`src/rtl/topk_pkg.sv`:
```
// Shared helpers for the top-K tracker.
//   rank_w / count_w : port widths derived from the depth K
//   gt               : ordering used for every slot compare. Operands arrive already extended
//                      to MaxDataW by the caller (sign-extended in signed builds).
// Build option: TOPK_SIGNED_EN selects two's-complement ordering; default is unsigned.
package topk_pkg;

    // Widest sample the compare helper accepts.
    localparam int unsigned MaxDataW = 256;

    function automatic int unsigned rank_w(input int unsigned k);
        return $clog2(k);
    endfunction

    function automatic int unsigned count_w(input int unsigned k);
        return $clog2(k + 1);
    endfunction

    function automatic logic gt(input logic [MaxDataW-1:0] a, input logic [MaxDataW-1:0] b);
`ifdef TOPK_SIGNED_EN
        return $signed(a) > $signed(b);
`else
        return a > b;
`endif
    endfunction

endpackage

```
`src/rtl/topk_slot_cell.sv`:
```
// One slot of the sorted top-K array.
//   clk, resetn       : clock, asynchronous active-low reset
//   clear, din_valid  : flush / sample qualifier shared by all slots
//   din               : incoming sample
//   upper_val/ins     : value and insert flag of the slot one rank above
//   occupied          : this slot currently holds a tracked entry
//   slot_val          : registered slot contents
//   ins               : din belongs at or above this rank (empty slot, or din > slot_val)
// The ins flags form a thermometer down the array; the first set flag is the insert
// position, slots below it take their upper neighbour.
// Build option: TOPK_SIGNED_EN selects sign extension ahead of the compare.
module topk_slot_cell
    import topk_pkg::*;
#(
    parameter int unsigned DATA_WIDTH = 32,
    parameter bit          IS_FIRST   = 1'b0
) (
    input  logic                  clk,
    input  logic                  resetn,
    input  logic                  clear,
    input  logic                  din_valid,
    input  logic [DATA_WIDTH-1:0] din,
    input  logic [DATA_WIDTH-1:0] upper_val,
    input  logic                  upper_ins,
    input  logic                  occupied,
    output logic [DATA_WIDTH-1:0] slot_val,
    output logic                  ins
);

    logic [DATA_WIDTH-1:0] slot_q, slot_d;
    logic [MaxDataW-1:0]   din_x, own_x;

`ifdef TOPK_SIGNED_EN
    assign din_x = MaxDataW'($signed(din));
    assign own_x = MaxDataW'($signed(slot_q));
`else
    assign din_x = MaxDataW'(din);
    assign own_x = MaxDataW'(slot_q);
`endif

    // Strict compare keeps equal entries ahead of din, so duplicates stay in arrival order.
    assign ins = !occupied || gt(din_x, own_x);

    always_comb begin
        slot_d = slot_q;
        if (clear) begin
            // A sample arriving with clear becomes the sole entry.
            slot_d = (IS_FIRST && din_valid) ? din : '0;
        end else if (din_valid && ins) begin
            slot_d = upper_ins ? upper_val : din;
        end
    end

    always_ff @(posedge clk or negedge resetn) begin
        if (!resetn) begin
            slot_q <= '0;
        end else begin
            slot_q <= slot_d;
        end
    end

    assign slot_val = slot_q;

endmodule

```
`src/rtl/topk_tracker.sv`:
```
// Streaming tracker of the K largest samples since reset or clear, sorted descending.
//   clk, resetn  : clock, asynchronous active-low reset
//   clear        : synchronous flush of the tracked set and counters
//   din_valid    : din carries a sample this cycle (never back-pressured)
//   din          : sample value
//   rank_sel     : rank to read, 0 = largest
//   dout         : slot value at rank_sel, 0 when rank_sel >= count
//   dout_valid   : rank_sel < count
//   count        : occupied slots, saturates at K
//   samples      : accepted samples since clear, saturates at all-ones
// Build option: TOPK_SIGNED_EN switches every compare to two's-complement.
module topk_tracker
    import topk_pkg::*;
#(
    parameter int unsigned DATA_WIDTH = 32,
    parameter int unsigned K          = 4,
    parameter int unsigned SAMP_W     = 16
) (
    input  logic                    clk,
    input  logic                    resetn,
    input  logic                    clear,
    input  logic                    din_valid,
    input  logic [DATA_WIDTH-1:0]   din,
    input  logic [rank_w(K)-1:0]    rank_sel,
    output logic [DATA_WIDTH-1:0]   dout,
    output logic                    dout_valid,
    output logic [count_w(K)-1:0]   count,
    output logic [SAMP_W-1:0]       samples
);

    localparam int unsigned RankW  = rank_w(K);
    localparam int unsigned CountW = count_w(K);

    logic [DATA_WIDTH-1:0] slot_val [K];
    logic [K-1:0]          ins;
    logic [K-1:0]          occupied;

    logic [CountW-1:0] count_q, count_d;
    logic [SAMP_W-1:0] samples_q, samples_d;

    for (genvar i = 0; i < K; i++) begin : g_slot
        logic [DATA_WIDTH-1:0] up_val;
        logic                  up_ins;

        if (i == 0) begin : g_first
            assign up_val = '0;
            assign up_ins = 1'b0;
        end else begin : g_rest
            assign up_val = slot_val[i-1];
            assign up_ins = ins[i-1];
        end

        assign occupied[i] = count_q > CountW'(i);

        topk_slot_cell #(
            .DATA_WIDTH (DATA_WIDTH),
            .IS_FIRST   (i == 0)
        ) u_cell (
            .clk       (clk),
            .resetn    (resetn),
            .clear     (clear),
            .din_valid (din_valid),
            .din       (din),
            .upper_val (up_val),
            .upper_ins (up_ins),
            .occupied  (occupied[i]),
            .slot_val  (slot_val[i]),
            .ins       (ins[i])
        );
    end

    always_comb begin
        count_d   = count_q;
        samples_d = samples_q;
        if (clear) begin
            count_d   = din_valid ? CountW'(1) : '0;
            samples_d = din_valid ? SAMP_W'(1) : '0;
        end else if (din_valid) begin
            if (count_q != CountW'(K)) begin
                count_d = count_q + CountW'(1);
            end
            if (!(&samples_q)) begin
                samples_d = samples_q + SAMP_W'(1);
            end
        end
    end

    always_ff @(posedge clk or negedge resetn) begin
        if (!resetn) begin
            count_q   <= '0;
            samples_q <= '0;
        end else begin
            count_q   <= count_d;
            samples_q <= samples_d;
        end
    end

    // Loop mux avoids indexing past K-1 when K is not a power of two.
    always_comb begin
        dout       = '0;
        dout_valid = CountW'(rank_sel) < count_q;
        for (int unsigned i = 0; i < K; i++) begin
            if (dout_valid && (RankW'(i) == rank_sel)) begin
                dout = slot_val[i];
            end
        end
    end

    assign count   = count_q;
    assign samples = samples_q;

endmodule

```
`config.mk`:
```
export PLATFORM = sky130hd
export DESIGN_NAME = topk_tracker
export DESIGN_NICKNAME = d
export VERILOG_FILES = /design/src/rtl/topk_pkg.sv /design/src/rtl/topk_slot_cell.sv /design/src/rtl/topk_tracker.sv
export SDC_FILE = /design/constraint.sdc
export NUM_CORES = 1
export LEC_CHECK = 0
export CELL_PAD_IN_SITES_DETAIL_PLACEMENT = 0
export CELL_PAD_IN_SITES_GLOBAL_PLACEMENT = 1
export CORE_MARGIN = 2
export CORE_UTILIZATION = 25
export DETAILED_ROUTE_END_ITERATION = 16
export PLACE_DENSITY_LB_ADDON = 0.1
export SLEW_MARGIN = 20
export SYNTH_ARGS = -nofsm -noshare
export SYNTH_HDL_FRONTEND = slang
export SYNTH_SLANG_ARGS = --single-unit
export TNS_END_PERCENT = 5
```
`constraint.sdc`:
```
create_clock -name clk -period 6.3 [get_ports clk]
set_input_delay 0.945 -clock clk [delete_from_list [all_inputs] [get_ports clk]]
set_output_delay 0.945 -clock clk [all_outputs]
set_load 0.01 [all_outputs]
```
* After elaboration in Yosys (flattened, before gate mapping)
Index checks and enable logic that the tools add are counted.
** Cells by class
- $add $sub $neg :: 2
- $lt $le $gt $ge :: 9
- Equal/unequal tests :: 5
- Multiplexer cells :: 24
- Reduce and logical (&&, ||, !) cells :: 26
** Operator list (number)
- 32-bit two-way mux :: 16
- 32-bit > comparator :: 4
- 16-bit two-way mux :: 3
- 16-bit by 1-bit adder with 16-bit output (second input constant) :: 1
- 16-bit AND reduction :: 1
- 2-bit nonzero test :: 6
- 3-bit two-way mux :: 3
- 1-bit logical AND :: 8
- 3-bit by 1-bit > comparator with 1-bit output (second input constant) :: 2
- 3-bit by 2-bit > comparator with 1-bit output (second input constant) :: 2
- 2-bit == test (first input constant) :: 2
- 1-bit logical NOT :: 4
- 1-bit logical OR :: 4
- 2-bit AND reduction :: 2
- 3-bit by 1-bit adder with 3-bit output (second input constant) :: 1
- 2-bit by 3-bit < comparator with 1-bit output :: 1
- 3-bit != test (second input constant) :: 1
- 1-bit by 2-bit == test with 1-bit output (first input constant) :: 1
- 2-bit logical NOT :: 1
- 1-bit two-way mux :: 2
- 2-bit != test (second input constant) :: 1
** Storage, ports and cells
- Flip-flop bits (word level) :: 147
- Bits of input ports :: 38
- Output and inout bits :: 52
- Logic and storage cells :: 72

* Logic depth before layout (Yosys ltp)
Gate-level depths: netlist (run 1).
- Depth after elaboration :: 6
- Depth in mapped cells :: 12
- Mapped depth without buffers :: 9

* By module
Synthesis (run 1) repeated with hierarchy kept, for this count alone.
** Unflattened totals
- Cells, all modules :: 1363
- Area total of the unflattened synthesis :: 12391.9 um^2
** By module, submodules not included
- topk_slot_cell (g_slot[1].u_cell ...) :: instances 3, cells each 292, area an instance 2652.5 um^2, sequential area each 800.8 um^2
- topk_slot_cell (g_slot[0].u_cell) :: instances 1, cells each 229, area an instance 2314.7 um^2, sequential area each 800.8 um^2
- topk_tracker :: instances 1, cells each 258, area an instance 2119.5 um^2, sequential area each 475.5 um^2

* Worst setup path before layout (run 1)
OpenSTA, ideal clock, no wires.
- Kind :: input -> output
- From :: in rank_sel[0]
- To :: out dout[11]
- Arrival :: 2.584 ns
- Data required time :: 5.355 ns
- Slack :: 2.771 ns
- Stages on the path :: 5
- Path buffers :: 3
- Path through :: clkbuf_1 buf_1 clkbuf_1 mux4_2 nor2b_1
** On the way
- Word-level cells in the longest chain between the ends :: 6
- Elaborated cells on any way between the ends :: 13
- Classes of those cells :: 1 x order compare; 3 x eq/ne; 4 x mux; 5 x reduce/logical
** RTL lines
- start, declared :: line topk_tracker.sv:24 : input logic [rank_w(K)-1:0] rank_sel,
- 2-bit by 3-bit < comparator with 1-bit output or 2-bit logical NOT (tied branches) :: line topk_tracker.sv:101, topk_tracker.sv:103
- 1-bit logical AND :: line topk_tracker.sv:103 : if (dout_valid && (RankW'(i) == rank_sel)) begin
- 32-bit two-way mux (3 in a row) :: line topk_tracker.sv:103
- 32-bit two-way mux (*) :: line topk_tracker.sv:103
- end, declared :: line topk_tracker.sv:25 : output logic [DATA_WIDTH-1:0] dout,
Mark *: on every way between the ends. The rest lies on a longest branch, timed or not.

* Final worst setup path (run 1)
- From :: in din[1]
- To :: reg g_slot[3].u_cell.slot_q[28]
** On the way
- Word-level cells in the longest chain between the ends :: 5
- Elaborated cells on any way between the ends :: 9
- Classes of those cells :: 2 x order compare; 3 x mux; 4 x reduce/logical
** RTL lines
- start, declared :: line topk_tracker.sv:23 : input logic [DATA_WIDTH-1:0] din,
- 32-bit > comparator :: line topk_pkg.sv:23 : return a > b;
- 1-bit logical OR :: line topk_slot_cell.sv:42 : assign ins = !occupied || gt(din_x, own_x);
- 32-bit two-way mux :: line topk_slot_cell.sv:50 : slot_d = upper_ins ? upper_val : din;
- 32-bit two-way mux :: line topk_slot_cell.sv:49 : end else if (din_valid && ins) begin
- 32-bit two-way mux :: line topk_slot_cell.sv:46 : if (clear) begin
- end signal, assigned :: line topk_slot_cell.sv:58 : slot_q <= slot_d;
- end, declared :: line topk_slot_cell.sv:30 : logic [DATA_WIDTH-1:0] slot_q, slot_d;
Several ways; a longest one is shown, not always the timed one. The select of a mux whose other input is x is not followed.
A chain may end at the register's enable or synchronous reset.

==> flow_summary.json, run 1 <==
{
  "status": "completed",
  "synth_nets": 1458,
  "hold_viol": 0,
  "start_util": 0.253,
  "ys_warn_count": 0,
  "crit_arrival_ps": 4730,
  "cts_root_buf": "clkbuf_16",
  "avgRoutedWirePerCell_um": 23.5,
  "maxCapViolCount": 0,
  "critPathMaxFanout": 25,
  "dp_hpwl_mm": 32.3,
  "async_flop_share": 1.00,
  "rrSetupSlack_ps": 2580,
  "grt.total_usage": 0.194,
  "ios": 90,
  "yosysSeqAreaShare": 0.305,
  "cts_tree": "built",
  "finClkSkew_ps": 11.0,
  "drv_slew": 0,
  "synth_top_family_by_area": "compound AO/OA/AOI/OAI gates",
  "cts_resized": 0,
  "die_area_um2": 50100,
  "synthDistinctLibCells": 69,
  "cts_hold_buf": 0,
  "insertion_delay_ps": 490,
  "drc": 0,
  "core.rowCount": 80,
  "ctsLongestPathBuffers": 2,
  "gp_congestion": 0.773,
  "synthesis.area_um2": 12100,
  "grt_start_max_net_pins": 64,
  "min_period_ps": 4360,
  "leakagePower_nw": 5.86,
  "grt-ovfl-total": 0,
  "rr_endpoint": "g_slot[3].u_cell.slot_val[28]$_DFFE_PN0P_",
  "ff2ff_path_depth": 11,
  "rsz0062_at_grt": "false",
  "layout.cells.most_common_list": "dfrtp_1 (147), inv_1 (141), ha_1 (135)",
  "drt-vias-per-instance": 5.23,
  "die_h_um": 224,
  "final_common_cell": "dfrtp_1",
  "cts.sink_count": 147,
  "htreeDepth": 4,
  "synth_mux_area_frac": 0.0872,
  "irDropWorstVdd_mv": 0.198,
  "grt_antenna_before_repair": 0,
  "path_clk_slew_ps": 60,
  "area_delta_synth_final_pct": 18.3,
  "synth-edff-count": 0,
  "crit_path_end_kind": "flop",
  "layout-drive-gt1-share": 0.103,
  "cp.required_ps": 6670,
  "syn_inst": 1285,
  "hold_path_class": "in2async",
  "tns_ps": 0,
  "drt_wl_total_mm": 46.3,
  "setup_violations": 0,
  "synthXorXnorAreaFrac": 0.00943,
  "max_slew_margin": 0.351,
  "synth-simple-area-share": 0.162,
  "p_per_area_nw_per_um2": 247,
  "cts_buffers": 17,
  "synth_fa_ha_area_frac": 0.140,
  "path_class": "in2reg",
  "synth_compound_area_frac": 0.214,
  "grt_pass1_vias": 10800,
  "ant_nets": 0,
  "post_cts_buffers": 0,
  "num_vias": 10300,
  "grt_first_pass_wirelength_mm": 71.3,
  "fp.dieW_um": 224,
  "worstSetupStartpointType": "input pin",
  "postLayoutCoreUtil": 0.299,
  "syn_avg_cell_area_um2": 9.39,
  "final_nets": 1512,
  "firstDrtPassIters": 7,
  "tightest_slew_ps": 973,
  "fill_cells": 5037,
  "ys_ff_latch": 147,
  "max_freq_mhz": 230,
  "portBuffers": 89,
  "drtIter0Drc": 513,
  "core_um2": 47700,
  "synth_flop_cell": "dfrtp_1",
  "timing.final.crit_share": 0.692,
  "r2r-start": "g_slot[2].u_cell.slot_val[11]$_DFFE_PN0P_"
}
[metrics by stage]
step                std cells  worst slack, ps  power [mW]  hold slack, ps  area [um^2]
global placement         1935             1500        2.41             552        13600
CTS                      1967             1850        3.59             336        14300
detailed placement       1935             1430        2.41             564        13700
global route             1967             1730        3.76             369        14300
floorplan                1285             2770        1.93             515        12100
finish                   1969             1940        3.52             353        14300
[Yosys cell counts (7+ instances only)]
master    number  share of area
a211oi_1      56          0.035
a211oi_2      11          0.011
a21o_1        39          0.024
a21oi_1       92          0.038
a22o_1        32          0.023
a311o_1       19          0.016
and4_1        27          0.020
buf_1          7         0.0022
buf_2         11         0.0046
clkbuf_1      59          0.018
dfrtp_1      147           0.30
ha_1         135           0.14
inv_1        141          0.044
mux2i_1       32          0.027
mux4_2        32          0.060
nand2_1       41          0.013
nand3_1       11         0.0046
nand4_1       28          0.015
nor2_1        55          0.017
nor2b_1       39          0.020
nor3_1        38          0.016
nor3b_1       31          0.019
nor4_1        40          0.021
o211ai_1       8         0.0050
o21a_1        36          0.022
o21ai_0       23         0.0095
o31a_1        13         0.0094
xor2_1         8         0.0058
[power by group]
group          total (mW)  internal, mW  switching (mW)
registers            1.18          1.05           0.127
logic                1.20         0.498           0.698
clock network        1.14         0.680           0.463
total                3.52          2.23            1.29
[worst max-delay path by stage]
| stage | cells after the start | start | to | slack, ps |
|---|---|---|---|---|
| CTS | 7 | rank_sel[1] | dout[29] | 1850 |
| finish | 11 | din[1] | g_slot[3].u_cell.slot_val[28]$_DFFE_PN0P_ | 1940 |
| floorplan | 5 | rank_sel[0] | dout[11] | 2770 |
| global route | 7 | rank_sel[1] | dout[29] | 1730 |
| global placement | 11 | din[1] | g_slot[3].u_cell.slot_val[28]$_DFFE_PN0P_ | 1500 |
| detailed placement | 11 | din[1] | g_slot[3].u_cell.slot_val[29]$_DFFE_PN0P_ | 1430 |
[state kept, by name, indices dropped and copies added, names as in the netlist]
signal                  count
samples                    16
count                       3
g_slot.u_cell.slot_val    128
[logic make-up (layout without fill, tap and decap cells)]
family | Yosys count | after routing
adders and majority gates | 135 | 135
buffers and inverters | 232 | 299
AOI/OAI and AO/OA | 355 | 355
and+or+nand+nor | 338 | 338
xor gates and xnor gates | 13 | 13
DFF | 147 | 147
muxes | 65 | 65
other | 0 | 2
[metal layers]
layer | vias up | global-route usage | part of all wire
met5 | - | 0 | 0
met3 | 46 | 0.0324 | 0.032
met2 | 184 | 0.319 | 0.48
li1 | 4907 | - | -
met1 | 5155 | 0.260 | 0.47
met4 | 0 | 0.0563 | 0.017
[worst max-delay path: stages]
cell and delay [ps]:
clkdlybuf4s50_1 620, ha_1 410, nor2b_1 130, o211ai_1 130, a2111o_1 380, o211ai_1 330
buf_12 240, and3_2 760, buf_4 360, nor3b_1 80, o31a_1 310
[cell type report]
type | instances | area, um^2 | area share
tap | 615 | 769 | 0.0539
clock buffer | 22 | 464 | 0.0325
antenna | 2 | 5.00 | 0.000351
inverter | 141 | 529 | 0.0371
multi-input combinational | 906 | 7490 | 0.525
timing repair buffer | 126 | 1180 | 0.0828
sequential | 147 | 3680 | 0.258
clock inverter | 10 | 155 | 0.0109
Note: power is estimated with default switching activity, not from simulation.
==> run 2: changes to the inputs <==
==> constraint.sdc (replaced) <==
create_clock -name clk -period 4.27 [get_ports clk]
set_input_delay 0.6405 -clock clk [delete_from_list [all_inputs] [get_ports clk]]
set_output_delay 0.6405 -clock clk [all_outputs]
set_load 0.01 [all_outputs]
==> run 2 against run 1 <==
Effect of this change: clock skew about the same; critical endpoint is now g_slot[1].u_cell.slot_val[31]$_DFFE_PN0P_; design area increased by 3.5%; critical path type unchanged; routed wire length increased by 2.2%; largest cell class unchanged; final cell count increased by 2.1%; core utilization increased by 1.0 points; register-to-register slack got worse by 1800 ps; power increased by 53%.
==> flow_summary.json, run 2 (synthesis gave the netlist of run 1 again) <==
{
  "status": "completed",
  "placed_cells": 1980,
  "dpl-instance-area_um2": 14100,
  "crit_arrival_ps": 4120,
  "firstDrtPassIters": 5,
  "maxCapViolCount": 0,
  "htreeDepth": 4,
  "grt_antenna_before_repair": 0,
  "slowest_stage": "a211oi_1",
  "layout-drive-gt1-share": 0.133,
  "layout.cells.most_common_list": "dfrtp_1 (147), inv_1 (141), ha_1 (135)",
  "cts_tree": "built",
  "grt_use_met2": 0.319,
  "critPathMaxFanout": 25,
  "num_vias": 10300,
  "grt.total_usage": 0.194,
  "post-place-ws_ps": 101,
  "fill_cells": 4954,
  "avgRoutedWirePerCell_um": 23.6,
  "stdcell_count": 2011,
  "drc": 0,
  "core.rowCount": 80,
  "min_period_ps": 3750,
  "core_um2": 47700,
  "cts_hold_buf": 0,
  "path_clk_slew_ps": 70,
  "cp_top_family": "compound AO/OA/AOI/OAI gates",
  "largest_reg_flops": 128,
  "die_area_um2": 50100,
  "hold_viol": 0,
  "final_common_cell": "dfrtp_1",
  "setup_slack_ps": 522,
  "leakagePower_nw": 6.14,
  "diodes": 0,
  "drt_wl_total_mm": 47.4,
  "timing.final.crit_share": 0.878,
  "power_frac_comb": 0.355,
  "max_freq_mhz": 267,
  "ios": 90,
  "whs_ps": 226,
  "crit_buf_inv": 5,
  "ant_nets": 0,
  "drt-vias-per-instance": 5.14,
  "dp_hpwl_mm": 33.9,
  "start_util": 0.253,
  "busiest_layer": "met2",
  "drv_slew": 0,
  "max_slew_margin": 0.284,
  "worstSetupStartpointType": "input pin",
  "path_class": "in2reg",
  "grt-ovfl-total": 0,
  "fp.dieW_um": 224,
  "grt_use_met1": 0.268,
  "area_delta_synth_final_pct": 22.4,
  "crit_path_end_kind": "flop",
  "tightest_slew_ps": 1070,
  "grt_first_pass_wirelength_mm": 72.3,
  "gp_congestion": 0.765,
  "p_per_area_nw_per_um2": 365,
  "tns_ps": 0,
  "finClkSkew_ps": 10.9,
  "cts.sink_count": 147,
  "drtIter0Drc": 665,
  "irDropWorstVdd_mv": 0.208,
  "met3_usage": 0.0278,
  "p_sw_mw": 1.98,
  "cts_root_buf": "clkbuf_16",
  "clkPwrFrac": 0.323,
  "final_area_um2": 14800,
  "grt_pass1_vias": 10800,
  "post_cts_buffers": 0,
  "hold_path_class": "in2async",
  "path_cells": "clkdlybuf4s50_1, inv_1, ha_1, nor2b_1, o211ai_1, a2111oi_0, buf_4, a211oi_1, a21oi_4, buf_4, or2_2, buf_12, a211oi_1",
  "cp.required_ps": 4640,
  "cts_resized": 0,
  "die_h_um": 224,
  "cts_buffers": 17,
  "setup_violations": 0,
  "p_sw_frac": 0.367,
  "p_int_mw": 3.41,
  "rsz0062_at_grt": "false",
  "grt_start_max_net_pins": 78,
  "insertion_delay_ps": 460,
  "share_seq_of_total_power": 0.323,
  "ctsLongestPathBuffers": 2,
  "final_nets": 1557,
  "cpPeakStageDelay_ps": 780,
  "portBuffers": 89
}
run 2: cell types whose count changed in the layout (fill, tap and decap cells not counted):
cell        before  now
buf_12           2   14
diode_2          2    0
clkinv_2         4    3
clkinvlp_4       2    4
clkbuf_1         3    0
or2_4            1    0
buf_4           36   69
bufinv_16        4    5
clkinv_4         0    2
or2_2            3    4
clkbuf_8         2    0
run 2: metrics by stage:
step            util  power, mW
2_1_floorplan      -       2.85
3_3_place_gp   0.296       3.69
3_5_place_dp   0.296       3.69
4_1_cts        0.309       5.46
5_1_grt        0.309       5.72
6_report       0.309       5.39
run 2: per-layer routing:
metal | wire length [um] | vias up
li1 | - | 4988
met1 | 23000 | 5157
met3 | 1250 | 40
met4 | 800 | 0
met5 | 0 | -
met2 | 22300 | 160
run 2: worst reg2reg max path: stages, from the launching register on:
cell and delay [ps]:
dfrtp_1 420, inv_1 70, ha_1 280, nor2b_1 130
o211ai_1 330, a2111oi_0 180, buf_4 160, a211oi_1 780
a21oi_4 150, buf_4 180, or2_2 310, buf_12 200
a211oi_1 250
run 2: path summary, 6_finish.rpt:
kind	slack, ps	start	depth (start not counted)	to
min in group clk	560	g_slot[0].u_cell.slot_val[24]$_DFFE_PN0P_	1	g_slot[0].u_cell.slot_val[24]$_DFFE_PN0P_
max in group asynchronous	3060	resetn	2	samples[14]$_DFFE_PN0P_
worst max-delay path	520	din[0]	13	g_slot[1].u_cell.slot_val[31]$_DFFE_PN0P_
worst max register to register	750	g_slot[0].u_cell.slot_val[1]$_DFFE_PN0P_	12	g_slot[1].u_cell.slot_val[31]$_DFFE_PN0P_
worst min register to register	560	g_slot[0].u_cell.slot_val[24]$_DFFE_PN0P_	1	g_slot[0].u_cell.slot_val[24]$_DFFE_PN0P_
worst min-delay path	230	resetn	1	g_slot[3].u_cell.slot_val[2]$_DFFE_PN0P_
run 2: cell type report:
cell class	count	area (um^2)	area share
well taps	615	769	0.0521
flip-flops and latches	147	3680	0.249
multi-input cells	906	7490	0.507
clock buffers	17	425	0.0288
clock inverters	14	213	0.0144
inverters	141	529	0.0358
repair buffers	171	1670	0.113
run 2: power groups by stage:
stage / clock network [mW] / logic, mW / registers (mW)
after global placement: 0 / 1.93 / 1.77
after detailed placement: 0 / 1.93 / 1.77
after CTS: 1.79 / 1.94 / 1.74
after floorplan: 0 / 1.16 / 1.69
final: 1.74 / 1.91 / 1.74
after global routing: 1.84 / 2.11 / 1.76
